[config.mk]
export PLATFORM = sky130hd
export DESIGN_NAME = cla_adder_flat
export DESIGN_NICKNAME = d
export VERILOG_FILES = /design/src/rtl/cla_adder_if.sv /design/src/rtl/cla_adder.sv /design/src/flat_wrapper.sv
export SDC_FILE = /design/constraint.sdc
export NUM_CORES = 1
export LEC_CHECK = 0
export ABC_AREA = 1
export CORE_AREA = 5 5 42 44
export DETAILED_ROUTE_END_ITERATION = 7
export DIE_AREA = 0 0 47 49
export PLACE_DENSITY_LB_ADDON = 0.25
export SLEW_MARGIN = 20
export SYNTH_ARGS = -nofsm -noshare
export SYNTH_HDL_FRONTEND = slang
export SYNTH_SLANG_ARGS = --single-unit
[constraint.sdc]
create_clock -name clk -period 2.1 [get_ports clk]
set_input_delay 0.42 -clock clk [delete_from_list [all_inputs] [get_ports clk]]
set_output_delay 0.42 -clock clk [all_outputs]
set_load 0.005 [all_outputs]
[src/rtl/cla_adder_if.sv]
// rtl/cla_adder_if.sv - operand/result bundle for the registered carry-lookahead adder
interface cla_adder_if #(
    parameter int WIDTH = 5
);
    logic [WIDTH-1:0] a;
    logic [WIDTH-1:0] b;
    logic [WIDTH-1:0] sum;
    logic             cout;

    modport master (
        output a,
        output b,
        input  sum,
        input  cout
    );

    modport slave (
        input  a,
        input  b,
        output sum,
        output cout
    );
endinterface

[src/rtl/cla_adder.sv]
// rtl/cla_adder.sv - registered WIDTH-bit carry-lookahead adder, carry-in fixed at 0
module cla_adder #(
    parameter int WIDTH = 5
) (
    input  logic         clk,
    input  logic         rst_n,
    cla_adder_if.slave   bus
);

    logic [WIDTH-1:0] g;
    logic [WIDTH-1:0] p;
    logic [WIDTH:0]   c;
    logic [WIDTH-1:0] s;
    logic             term;

    assign g = bus.a & bus.b;
    assign p = bus.a ^ bus.b;

    // Every carry is built directly from g/p products; no carry feeds another carry.
    always_comb begin
        c    = '0;
        term = 1'b0;
        for (int i = 0; i < WIDTH; i++) begin
            for (int j = 0; j <= i; j++) begin
                term = g[j];
                for (int k = j + 1; k <= i; k++) begin
                    term = term & p[k];
                end
                c[i+1] = c[i+1] | term;
            end
        end
    end

    assign s = p ^ c[WIDTH-1:0];

    always_ff @(posedge clk) begin
        if (!rst_n) begin
            bus.sum  <= '0;
            bus.cout <= 1'b0;
        end else begin
            bus.sum  <= s;
            bus.cout <= c[WIDTH];
        end
    end

endmodule

[src/flat_wrapper.sv]
// flat-port wrapper written by rule: the top's interface ports become plain ports
module cla_adder_flat 
#(
    parameter int WIDTH = 5
)
  (clk, rst_n, bus_a, bus_b, bus_sum, bus_cout);
  cla_adder_if #(.WIDTH(WIDTH)) bus_i ();
  input  logic clk;
  input  logic rst_n;
  input wire logic [$bits(bus_i.a)-1:0] bus_a;
  input wire logic [$bits(bus_i.b)-1:0] bus_b;
  output wire logic [$bits(bus_i.sum)-1:0] bus_sum;
  output wire logic [$bits(bus_i.cout)-1:0] bus_cout;
  assign bus_i.a = bus_a;
  assign bus_i.b = bus_b;
  assign bus_sum = bus_i.sum;
  assign bus_cout = bus_i.cout;
  cla_adder #(.WIDTH(WIDTH)) u_core (.clk(clk), .rst_n(rst_n), .bus(bus_i));
endmodule
# Word level (Yosys, flattened, before mapping)
# Index checks and enable logic that the tools add are counted.
# word_totals
register_bits	6
latchBits	0
ram_bits	0
mem_bits_ro	0
output_inout_bits	6
wordCells	25
memories	0
# op_classes
addsub	0
mul	0
div_mod_pow	0
order_cmp	0
n_eq_ne	0
n_shift	0
mux	0
bitwise_logic	23
reduce_logical	0
# ops
cell	count
$and A1 B1 Y1	10
$or A1 B1 Y1	10
$xor A5 B5 Y5	2
$and A5 B5 Y5	1

# Longest topological paths before layout
# Gate-level depths: netlist of the first run.
# depth
word_depth	9
depth_mapped	7

# Worst setup path after synthesis of the first run
# Ideal clock, no wire load.
# synth_path
kind	input-to-reg
start	input bus_b[1]
end	register u_core.bus.sum[3]
arrival_time_ns	1.267
slack_ns	0.712
cell_stages	6
path_buffers	0
cell_sequence	ha_1 -> ha_1 -> o21ai_0 -> nand2_1 -> o21ai_0 -> a21oi_1
# synth_between
elab_chain_len	6
# synth_rtl
item	line_no	source
from (decl)	flat_wrapper.sv:11	input wire logic [$bits(bus_i.b)-1:0] bus_b;
$xor A5 B5 Y5	cla_adder.sv:17	assign p = bus.a ^ bus.b;
$and A1 B1 Y1 (2 in a row)	cla_adder.sv:27	term = term & p[k];
$or A1 B1 Y1 * (2 in a row)	cla_adder.sv:29	c[i+1] = c[i+1] | term;
$xor A5 B5 Y5 *	cla_adder.sv:34	assign s = p ^ c[WIDTH-1:0];
to (signal assigned)	cla_adder.sv:41	bus.sum <= s;
to (decl)	cla_adder_if.sv:20	output sum,
# Mark *: on every way between the ends. The rest lies on a longest branch, timed or not.
# A chain may end at the register's enable or synchronous reset.

# Final worst setup path of the first run
# Ends and elaborated chain as after synthesis.

==> impl_metrics.csv, run 1 <==
group,metric,value,unit
outcome,status,"finished clean",
pwr,power.density,588.8,nW/um2
placement,io_buffer_count,17,
floorplan,chipHeight,49,um
flow_run,timing.max_cap.violations,0,
floorplan,io_pins,18,
clock_tree,cts-buffers-inserted,3,
final_layout,summed_area_of_non_filler_cells_in_the_final_layout,541.8,um2
pwr,max-vdd-ir-drop,0.0001702,V
clock_tree,cts_hold_repair.buffers,0,
final_layout,num_antenna_cells,0,
routing,detailroute.via_count,291,
routing,detailedRoute.firstIterationViolations,1,
pwr,cellLeakagePower,0.2489,nW
routing,wl,591,um
synthesis,synth_area,329.1,um2
min_path,hold_path_endpoint,"u_core.bus.sum[1]$_SDFF_PN0_",
clock_tree,cts_resized,0,
final_layout,multi_input_comb_area,186.4,um2
routing,routed_wire_length_per_instance,8.208,um
routing,number_of_drc_violations_after_detailed_routing,0,
sta,max-slew-margin-rel,90.05,%
placement,placement.cell_area,519.2,um2
global_route,grt_pass1_vias,263,
critical_path,critical_path.endpoint_type,"register",
sta,max_clock_freq,0.5826,GHz
floorplan,start_util,23.48,%
synthesis,synthTopCellsByArea,"sky130_fd_sc_hd__dfxtp_1 (37%), sky130_fd_sc_hd__ha_1 (23%), sky130_fd_sc_hd__inv_1 (6.8%), sky130_fd_sc_hd__fa_1 (6.1%), sky130_fd_sc_hd__nand2_1 (5.7%)",
global_route,grt_pass1_wl,897,um
synthesis,synth_top_cell_area_share,36.50,%
final_layout,layout.area.seq,120.1,um2
final_layout,design.final.nets,77,
routing,number_of_antenna_violating_nets_in_the_routed_design,0,
critical_path,critical_path_cell_list,"clkdlybuf4s50_1 -> ha_1 -> ha_1 -> o21ai_0 -> nand2_1 -> o21ai_0 -> a21oi_1",
synthesis,synthesis.instances,36,
clock_tree,clock_tree_root,"sky130_fd_sc_hd__clkbuf_4",
sta,final.setup.tns,0,ns
sta,worstMarginPinSlew,0.1477,ns
final_layout,post_route_cells_drive_above_1_share,10.71,%
final_layout,fillers,160,
clock_tree,clock_slew_at_the_register_clock_pins_of_the_worst_setup_and_hold_paths,0.04,ns
floorplan,die_area,2303,um2
sta,post-route-min-period,1.717,ns
synthesis,synth-seq-cells,6,
clock_tree,max-clock-path-buffers,2,
global_route,grt_overflow,0,
critical_path,critical_path_required,2.22,ns
synthesis,number_of_warnings_printed_during_yosys_synthesis,0,
global_route,globalRouteTotalUtil,5.994,%
critical_path,criticalPathCategory,"input pin to register",
sta,timing_hold_violations_final,0,
clock_tree,tritoncts_num_sinks,6,
min_path,whs_path_depth,3,
synthesis,syn-mean-instance-area,9.141,um2
critical_path,cp_slowest_cell,"sky130_fd_sc_hd__clkdlybuf4s50_1",
final_layout,syn2layout_area_growth,64.64,%
critical_path,worstSetupStartpointType,"input pin",
global_route,antenna_found_initial,0,
synthesis,synth_seq_area_share,36.50,%
sta,rsz_0062_raised_after_global_routing,"false",
sta,final_critical_path_setup_slack,0.3835,ns
synthesis,post_synth_num_cell_types,13,
critical_path,worst_ep_arrival_time,1.84,ns
sta,timing.final.crit_share,81.74,%
critical_path,path_max_fanout,2,
placement,placer_congestion,0.7215,
global_route,grt_max_degree,6,
clock_tree,buffers_inserted_by_post_cts_timing_repair,0,
clock_tree,cts_tree,"yes",
critical_path,max_stage_delay,0.45,ns
sta,report.final.slew_viol_count,0,
floorplan,floorplan.rows,14,
min_path,worst_hold_path_type,"input pin to register",
floorplan,die_width,47,um
synthesis,mappedNetlistNets,55,
routing,detailedRoute.firstPassIterationCount,2,
min_path,worst_hold_startpoint,"rst_n",
clock_tree,htree_levels,1,
floorplan,coreArea,1401,um2
placement,post-dp-hpwl,521.9,um
routing,avgViaCountPerCell,4.042,
placement,placement.setup.worst_slack,0.1291,ns
synthesis,synth.largest_area_cell,"sky130_fd_sc_hd__dfxtp_1",
sta,setup_viol_count_final,0,
state kept, by name (all words and copies together), names as in the netlist:
| register | count |
|---|---|
| u_core.bus.cout | 1 |
| u_core.bus.sum | 5 |
where the power goes:
| part | total [W] | internal [W] | switching [W] |
|---|---|---|---|
| sequential | 0.000128 | 0.000126 | 0.00000235 |
| clock | 0.000102 | 0.0000644 | 0.0000375 |
| combinational | 0.0000887 | 0.0000555 | 0.0000332 |
| total | 0.000319 | 0.000246 | 0.0000730 |
critical path, delay by kind of cell:
family,cells,cell delay (ns)
buf+inv,1,0.45
compound gates,3,0.38
simple gates,1,0.08
fa+ha+maj,2,0.50
area by class of cell:
cell class / count / area share (%)
Sequential cell: 6 / 22.17
Tap cell: 16 / 3.695
Timing Repair Buffer: 17 / 31.41
Inverter: 6 / 4.157
Clock buffer: 3 / 4.157
Multi-Input combinational cell: 24 / 34.41
synthesized netlist by cell type:
cell,number
sky130_fd_sc_hd__dfxtp_1,6
sky130_fd_sc_hd__ha_1,6
sky130_fd_sc_hd__inv_1,6
sky130_fd_sc_hd__nand2_1,5
sky130_fd_sc_hd__nor2_1,3
sky130_fd_sc_hd__nand3_1,2
sky130_fd_sc_hd__o21ai_0,2
sky130_fd_sc_hd__a21oi_1,1
sky130_fd_sc_hd__a21oi_2,1
sky130_fd_sc_hd__fa_1,1
sky130_fd_sc_hd__nand2_2,1
sky130_fd_sc_hd__nand4_2,1
sky130_fd_sc_hd__xnor2_1,1
metrics by stage:
step / utilization, % / std cells / total power (W) / hold WS [ns]
final: 38.66 / 72 / 0.0003190 / 0.8108
after global routing: 38.66 / 72 / 0.0003466 / 0.8410
after CTS: 38.66 / 72 / 0.0003282 / 0.8035
after detailed placement: 37.05 / 69 / 0.0002208 / 1.070
after global placement: 37.05 / 69 / 0.0002196 / 1.072
after floorplan: - / 36 / 0.0001688 / 0.5135
worst max-delay path by stage:
stage | startpoint | end | cells after the start
after global placement | bus_b[1] | u_core.bus.sum[3]$_SDFF_PN0_ | 7
after floorplan | bus_b[1] | u_core.bus.sum[3]$_SDFF_PN0_ | 6
final | bus_b[1] | u_core.bus.sum[3]$_SDFF_PN0_ | 7
after CTS | bus_b[1] | u_core.bus.sum[3]$_SDFF_PN0_ | 7
after global routing | bus_b[1] | u_core.bus.sum[3]$_SDFF_PN0_ | 7
after detailed placement | bus_b[1] | u_core.bus.sum[3]$_SDFF_PN0_ | 7
kinds of logic after synthesis:
| logic type | after synthesis | synth area share (%) |
|---|---|---|
| XOR/XNOR | 1 | 2.662 |
| AND/OR/NAND/NOR | 12 | 17.87 |
| adder cells (fa/ha/maj) | 7 | 28.90 |
| buffers and inverters | 6 | 6.844 |
| flip-flops | 6 | 36.50 |
| AO/OA/AOI/OAI | 4 | 7.223 |
cell usage in the layout, fill, tap and decap left out, drive strengths merged, types with 2 or more instances in the layout:
cell | synthesis | layout
clkdlybuf4s50 | 0 | 17
inv | 6 | 6
ha | 6 | 6
dfxtp | 6 | 6
nand2 | 6 | 6
nor2 | 3 | 3
clkbuf | 0 | 3
nand3 | 2 | 2
o21ai | 2 | 2
a21oi | 2 | 2
per-layer routing:
layer	wire length, um	GRT usage [%]	vias to the layer above
li1	-	-	155
met1	215	5.298	126
met2	323	8.371	10
met3	51	2.214	0
met4	0	8.295	0
met5	0	0	-
Power figures use the tool's default switching activity.
==> run 2: changes to the inputs <==
Clock period 2.1 ns to 1.75 ns, I/O delays scaled along.
==> impl_metrics.csv, run 2 (synthesis results as in run 1) <==
group,metric,value,unit
clock_tree,cts_tree,"yes",
routing,number_of_drc_violations_after_detailed_routing,0,
global_route,grtUsageMet1,4.857,%
global_route,grt_overflow,0,
clock_tree,htree_levels,1,
pwr,cellLeakagePower,0.2585,nW
routing,avgViaCountPerCell,4.095,
floorplan,die_area,2303,um2
final_layout,final_cell_mix,"sky130_fd_sc_hd__clkdlybuf4s50_1 (17), sky130_fd_sc_hd__inv_1 (6), sky130_fd_sc_hd__ha_1 (6), sky130_fd_sc_hd__dfxtp_1 (6), sky130_fd_sc_hd__nand2_1 (5)",
clock_tree,cts_resized,0,
critical_path,critical_path_cell_list,"clkdlybuf4s50_1 -> ha_1 -> ha_1 -> o21ai_0 -> nand2_1 -> o21ai_0 -> a21oi_1",
clock_tree,buffers_inserted_by_post_cts_timing_repair,0,
clock_tree,tritoncts_num_sinks,6,
final_layout,design.final.nets,79,
sta,timing_hold_violations_final,0,
final_layout,postLayoutCoreUtil,39.73,%
final_layout,layout.cells.non_filler,74,
placement,io_buffer_count,17,
sta,report.final.slew_viol_count,0,
outcome,status,"finished clean",
floorplan,chipHeight,49,um
final_layout,layout.area.seq,120.1,um2
global_route,globalRouteTotalUtil,5.360,%
placement,post-dp-hpwl,563.2,um
global_route,met3_usage,0.3690,%
critical_path,worstSetupStartpointType,"input pin",
final_layout,num_antenna_cells,0,
floorplan,coreArea,1401,um2
routing,detailedRoute.firstIterationViolations,0,
placement,placer_congestion,0.7048,
critical_path,critical_path.endpoint_type,"register",
floorplan,die_width,47,um
routing,detailedRoute.firstPassIterationCount,1,
final_layout,largest_registers,"u_core.bus.sum: 5 flops, u_core.bus.cout: 1 flops",
sta,timing.final.crit_share,91.31,%
min_path,worst_hold_path_type,"input pin to register",
final_layout,layout.cells.most_common,"sky130_fd_sc_hd__clkdlybuf4s50_1",
floorplan,io_pins,18,
global_route,antenna_found_initial,0,
clock_tree,cts_hold_repair.buffers,0,
final_layout,largest_register_ffs,5,
clock_tree,clock_tree_root,"sky130_fd_sc_hd__clkbuf_4",
routing,number_of_antenna_violating_nets_in_the_routed_design,0,
final_layout,post_route_cells_drive_above_1_share,13.79,%
sta,setup_viol_count_final,0,
critical_path,path_max_fanout,2,
global_route,globalRouteMet2Util,9.276,%
global_route,gr-max-usage-layer,"met2",
routing,wl,604,um
placement,placed_cells_incl_taps,71,
sta,max-slew-margin-rel,89.15,%
critical_path,critical_path_required,1.87,ns
global_route,grt_max_degree,6,
floorplan,start_util,23.48,%
flow_run,timing.max_cap.violations,0,
pwr,power.density,691.5,nW/um2
routing,detailroute.via_count,303,
final_layout,fillers,161,
critical_path,worst_ep_arrival_time,1.72,ns
sta,post-route-min-period,1.598,ns
clock_tree,max-clock-path-buffers,2,
critical_path,max_stage_delay,0.44,ns
sta,rsz_0062_raised_after_global_routing,"false",
critical_path,cp_slowest_cell,"sky130_fd_sc_hd__clkdlybuf4s50_1",
final_layout,syn2layout_area_growth,69.20,%
critical_path,criticalPathCategory,"input pin to register",
clock_tree,clock_slew_at_the_register_clock_pins_of_the_worst_setup_and_hold_paths,0.04,ns
clock_tree,cts-buffers-inserted,3,
sta,max_clock_freq,0.6258,GHz
global_route,grt_pass1_wl,910,um
final_layout,largest-register,"u_core.bus.sum",
floorplan,floorplan.rows,14,
pwr,max-vdd-ir-drop,0.0001989,V
global_route,grt_pass1_vias,265,
routing,routed_wire_length_per_instance,8.162,um
final_layout,multi_input_comb_area,186.4,um2
sta,worstMarginPinSlew,0.1623,ns
-- run 2: cell types whose count changed in the layout (fill, tap and decap cells not counted), sizes merged --
cell / delta
buf: +2
-- run 2: worst paths after layout --
| check | startpoint | end | slack, ns | cells past startpoint |
|---|---|---|---|---|
| setup / recovery | bus_b[1] | u_core.bus.sum[3]$_SDFF_PN0_ | 0.15 | 7 |
| hold / removal | rst_n | u_core.bus.sum[0]$_SDFF_PN0_ | 0.76 | 3 |
-- run 2: layout make-up --
cell class,instances,share of cell area [%]
tap,16,3.596
inverter,6,4.045
clock buffer,3,4.045
timing repair buffer,19,33.26
sequential,6,21.57
multi-input combinational,24,33.48
-- run 2: power by group --
group / internal [W] / total, W / switching [W]
Clock: 0.0000772 / 0.000121 / 0.0000438
Sequential: 0.000151 / 0.000154 / 0.00000302
Combinational: 0.0000692 / 0.000110 / 0.0000404
Total: 0.000298 / 0.000385 / 0.0000873
-- run 2: critical path, delay by kind of cell --
family	cells	cell delay [ns]
buffers and inverters	1	0.44
AOI/OAI and AO/OA	3	0.34
adders and majority gates	2	0.50
and+or+nand+nor	1	0.08
-- run 2: per-layer routing --
layer / wire, um / vias up
li1: - / 159
met1: 205 / 134
met2: 345 / 10
met3: 53 / 0
met4: 0 / 0
met5: 0 / -
-- run 2: stage by stage --
step	hold slack (ns)	area, um2	total power, W	setup slack (ns)	setup TNS [ns]
finish	0.7560	556.8	0.0003850	0.1520	0
detailed placement	1.009	534.3	0.0002683	-0.1111	-0.1415
global route	0.7772	556.8	0.0004131	0.04167	0
CTS	0.7582	556.8	0.0003931	0.1416	0
floorplan	0.4435	329.1	0.0002026	0.4324	0
global placement	1.000	534.3	0.0002666	-0.05598	-0.05598
